--- src/rtl/counter_timer_arbiter.sv ---
// rtl/counter_timer_arbiter.sv - round-robin arbiter sharing one interval counter among NREQ clients
// Optional TIMER_ABORT_EN: withdrawing req[owner] during RUN aborts the interval and pulses abort.
module counter_timer_arbiter #(
  parameter int NREQ = 4,
  parameter int CW   = 4
) (
  input  logic                     clk,
  input  logic                     rst,
  input  logic [NREQ-1:0]          req,
  input  logic [NREQ*CW-1:0]       len,
  output logic [NREQ-1:0]          gnt,
  output logic [NREQ-1:0]          done,
  output logic                     busy,
  output logic [CW-1:0]            count,
`ifdef TIMER_ABORT_EN
  output logic                     abort,
`endif
  output logic [$clog2(NREQ)-1:0]  owner
);

  localparam int OW = $clog2(NREQ);

  typedef enum logic [1:0] {S_IDLE, S_RUN, S_DONE} state_t;

  state_t          state, state_n;
  logic [OW-1:0]   ptr, ptr_n;
  logic [OW-1:0]   owner_n;
  logic [CW-1:0]   len_q, len_n;
  logic [CW-1:0]   count_n;
  logic [NREQ-1:0] gnt_n, done_n;
  logic [OW-1:0]   sel, cand;
  logic            found;
`ifdef TIMER_ABORT_EN
  logic            abort_n;
`endif

  // First requester strictly after the last grantee, wrapping, so the last owner ranks lowest.
  always_comb begin
    sel   = ptr;
    cand  = ptr;
    found = 1'b0;
    for (int k = 1; k <= NREQ; k++) begin
      cand = OW'((int'(ptr) + k) % NREQ);
      if (!found && req[cand]) begin
        sel   = cand;
        found = 1'b1;
      end
    end
  end

  always_ff @(posedge clk or negedge rst) begin
    if (!rst) begin
      state <= S_IDLE;
      ptr   <= OW'(NREQ - 1);
      owner <= '0;
      len_q <= '0;
      count <= '0;
      gnt   <= '0;
      done  <= '0;
`ifdef TIMER_ABORT_EN
      abort <= 1'b0;
`endif
    end else begin
      state <= state_n;
      ptr   <= ptr_n;
      owner <= owner_n;
      len_q <= len_n;
      count <= count_n;
      gnt   <= gnt_n;
      done  <= done_n;
`ifdef TIMER_ABORT_EN
      abort <= abort_n;
`endif
    end
  end

  always_comb begin
    state_n = state;
    case (state)
      S_IDLE: if (found) state_n = S_RUN;
      S_RUN: begin
`ifdef TIMER_ABORT_EN
        if (!req[owner]) state_n = S_IDLE;
        else
`endif
        if (count == len_q) state_n = S_DONE;
      end
      S_DONE:  state_n = S_IDLE;
      default: state_n = S_IDLE;
    endcase
  end

  always_comb begin
    ptr_n   = ptr;
    owner_n = owner;
    len_n   = len_q;
    count_n = count;
    gnt_n   = '0;
    done_n  = '0;
`ifdef TIMER_ABORT_EN
    abort_n = 1'b0;
`endif
    case (state)
      S_IDLE: begin
        if (found) begin
          gnt_n   = NREQ'(1) << sel;
          owner_n = sel;
          ptr_n   = sel;
          len_n   = len[int'(sel)*CW +: CW];
          count_n = '0;
        end
      end
      S_RUN: begin
`ifdef TIMER_ABORT_EN
        if (!req[owner]) abort_n = 1'b1;
        else
`endif
        if (count == len_q) done_n = NREQ'(1) << owner;
        else begin
          gnt_n   = NREQ'(1) << owner;
          count_n = count + CW'(1);
        end
      end
      default: ;
    endcase
  end

  assign busy = (state != S_IDLE);

endmodule

--- config.mk ---
export PLATFORM = sky130hd
export DESIGN_NAME = counter_timer_arbiter
export DESIGN_NICKNAME = d
export VERILOG_FILES = /design/src/rtl/counter_timer_arbiter.sv
export SDC_FILE = /design/constraint.sdc
export NUM_CORES = 1
export LEC_CHECK = 0
export BUFFER_PORTS_ARGS = -buffer_cell sky130_fd_sc_hd__buf_2
export CAP_MARGIN = 20
export CORE_MARGIN = 1.5
export CORE_UTILIZATION = 41
export CTS_BUF_LIST = sky130_fd_sc_hd__clkbuf_4
export DETAILED_ROUTE_END_ITERATION = 16
export PLACE_DENSITY = 0.68
export SYNTH_ARGS = -nofsm -noshare
export SYNTH_HDL_FRONTEND = slang
export SYNTH_SLANG_ARGS = --single-unit
--- constraint.sdc ---
create_clock -name clk -period 3.2 [get_ports clk]
set_input_delay 0.48 -clock clk [delete_from_list [all_inputs] [get_ports clk]]
set_output_delay 0.48 -clock clk [all_outputs]
set_load 0.05 [all_outputs]
==> summary.md <==
| Metric | Value |
|---|---|
| Post-synthesis cell type count | `32` |
| Logic pwr share | `56.8%` |
| First-pass iteration count of the detailed router | `4` |
| Worst ir drop on vdd | `0.697 mV` |
| Unrepaired setup endpoints after global routing | `false` |
| DIE WIDTH | `54.2 um` |
| Clock skew | `0.00375 ns` |
| Clock buffer depth | `2` |
| Slowest stage delay, CP | `0.75 ns` |
| Pre-CTS worst setup slack | `1.14 ns` |
| Worst-Skew Late Latency | `0.30 ns` |
| Predominant post-synthesis flop cell | `dfrtp_1` |
| Critical setup path kind | `flip-flop to flip-flop` |
| Average vias per placed instance | `5.28` |
| Ports placed on the boundary | `37` |
| RD Place Congestion | `0.811` |
| Total global routing track utilization | `16.4%` |
| End of the worst register-to-register path | `count[2]` |
| Final hold violations | `0` |
| TritonCTS clock tree | `yes` |
| Cell family with most CP delay | `compound AO/OA/AOI/OAI gates` |
| Highest clock rate | `499 MHz` |
| Antenna Diode Count | `0` |
| Vias post-DR | `897` |
| Path length in cells of the critical path | `6` |
| Category of the worst setup path capture point | `flip-flop` |
| Clock buffers created by TritonCTS | `3` |
| Critical Path Start Type | `flip-flop` |
| Max Fanout on Critical Path | `7` |
| Worst R2R Start | `count[0]` |
| Clock-pin slew on the worst setup and hold paths | `0.12 ns` |
| Via count of the first global-routing pass | `834` |
| Area growth from synthesis to final layout | `20.9%` |
| Number of nets with antenna violations after detailed routing | `0` |
| Number of input and output port buffers inserted | `36` |
| Worst Path Buf+Inv | `1` |
| Maximum number of pins on one net before global-route repair | `23` |
| Part of the power in registers | `34.4%` |
| Worst setup path start | `count[0]` |
| Proportion of synthesized flip-flops having asynchronous set or reset | `100%` |
| Mean cell area of the mapped netlist | `10.4 sq um` |
| Final max-slew violation count | `0` |
| Endpoint arrival time on the critical path | `2.18 ns` |
| Hpwl dp | `1.70 mm` |
| Sw frac | `50.6%` |
| Utilization after layout | `52.4%` |
| Slack of the worst reg-to-reg path | `1.19 ns` |
| Fraction of layout instances using a drive strength above 1 | `32.1%` |
| Post-synthesis register bit count | `22` |
| Cell leakage power | `0.679 nW` |
| Clock period minus final worst setup slack | `2.01 ns` |
| Overall power | `1.44 mW` |
| Max cap viols | `0` |
| Final hold slack | `0.118 ns` |
| Critical path endpoint | `count[2]` |
| Sequential element share of the synthesized area | `51.5%` |
| Remaining DRCs | `0` |
| Critical path required time | `3.37 ns` |
| Placeable core area | `0.00248 sq mm` |
| Post-synthesis net count | `126` |
| Period utilisation layout | `62.7%` |
| Initial antenna violation count | `0` |
| Internal power | `0.711 mW` |
| Synth Instances | `103` |
| Ordered cell list for the critical path | `xor2_1 -> o41ai_1 -> buf_4 -> nor2_1 -> xnor2_1 -> nor2_1` |
| Count of yosys warnings during synthesis | `0` |
| Number of buffers inserted by hold repair at cts | `0` |
| Grt ovf | `0` |
| Clock Power Share | `8.8%` |
| First-pass GRT wire length | `3.50 mm` |
| Number of cells after detailed placement | `166` |
| Post-layout net count | `164` |
| Clock root buffer | `clkbuf_4` |
| Net switching power | `0.729 mW` |
| CTS-repair resized insts | `0` |
| Measured slew at the worst slew-check pin | `0.760 ns` |
| Number of rows created at floorplan | `18` |
| Setup TNS | `0 ns` |
| Buffer count from post-CTS setup fixing | `0` |
| Non-filler instance count after layout | `170` |
| Number of enable-type register cells in the synthesized netlist | `0` |
| Most frequent cell on the critical path | `nor2_1` |
| Initial DRC count | `7` |
| Number of H-tree levels | `1` |
| Number of cells on the worst reg-to-reg path | `6` |
| Post-DP Area | `0.00127 sq mm` |
| Sink count of the clock tree | `22` |
| Kind of path behind the tightest hold check | `primary input to asynchronous set/reset pin` |
| Final setup margin | `1.19 ns` |
| Area of all placed cells without fillers | `0.00130 sq mm` |
| Detailed-route wire length | `2.17 mm` |
| CP max stage cell | `o41ai_1` |
| Full die area | `0.00293 sq mm` |
| Starting density of the core | `43.3%` |
| Count of endpoints failing setup in the final report | `0` |
| Relative slew margins | `48.7%` |
| Result of the run | `complete, no violations` |
| Cell area after synthesis | `0.00107 sq mm` |
| PwrDens | `1110 mW/mm^2` |
| Routed length per placed instance | `12.8 um` |
| Height of the chip | `54.2 um` |
[sequential cells by signal, summed over array words and instances (netlist names)]
name and count:
owner 2, count 4, gnt 4, ptr 2, done 4, len_q 4
state 2
[worst register-to-register path: cells and delay by family (launching register included)]
family | cells | cell delay, ns
AOI/OAI and AO/OA | 1 | 0.75
xor gates and xnor gates | 2 | 0.30
and+or+nand+nor | 2 | 0.11
buffers and inverters | 1 | 0.27
DFF | 1 | 0.46
[synth_stat cells (2+ instances only)]
master	instances	area, sq um
nand2_1	13	48.8
nand2b_1	5	31.3
o22ai_1	3	18.8
dfrtp_1	20	500
a21oi_1	5	25.0
o221ai_1	4	35.0
nand3_1	4	20.0
mux2i_1	8	80.1
xor2_1	4	35.0
nor2_1	9	33.8
dfstp_2	2	52.6
clkbuf_1	2	7.51
o21ai_0	2	10.0
inv_1	4	15.0
[kinds of logic after synthesis]
logic type / count (synthesis) / synth area share [%]
compound gates: 22 / 15.7
xor+xnor: 5 / 4.08
fa+ha+maj: 1 / 1.17
buf+inv: 8 / 3.96
flops: 22 / 51.5
mux: 8 / 7.46
simple gates: 37 / 16.1
[cell type report]
cell class | count | area [sq um]
well taps | 30 | 37.5
clock inverters | 1 | 3.75
inverters | 4 | 15.0
repair buffers | 37 | 188
flip-flops and latches | 22 | 553
multi-input cells | 73 | 478
clock buffers | 3 | 22.5
fillers | 241 | 1180
[layout by cell type (no fill, tap or decap), types with 3 or more instances in the layout]
cell / count
dfrtp_1: 20
xor2_1: 4
o22ai_1: 3
nor2_1: 9
inv_1: 4
nand2_1: 13
a21oi_1: 5
mux2i_1: 8
nand3_1: 4
buf_2: 36
nand2b_1: 5
clkbuf_4: 3
o221ai_1: 4
[power by group through the flow]
stage               sequential (mW)  combinational (mW)  clock [mW]
finish                        0.496               0.817       0.126
global route                  0.515               0.891       0.144
CTS                           0.495               0.825       0.132
detailed placement            0.501               0.822           0
global placement              0.497               0.808           0
floorplan                     0.681               0.467           0
[layer usage]
metal	vias up	wire length, um	GRT usage [%]
met5	-	0	0
met1	429	958	19.9
met3	2	123	2.50
met2	31	1080	28.3
met4	0	8	7.08
li1	435	-	-
[worst min-delay path by stage]
stage | to | cells past startpoint
after global placement | done[2] | 1
after detailed placement | done[0] | 1
after floorplan | count[0] | 0
final | gnt[3] | 1
after CTS | gnt[3] | 1
after global routing | done[2] | 1
Power figures use the tool's default switching activity.
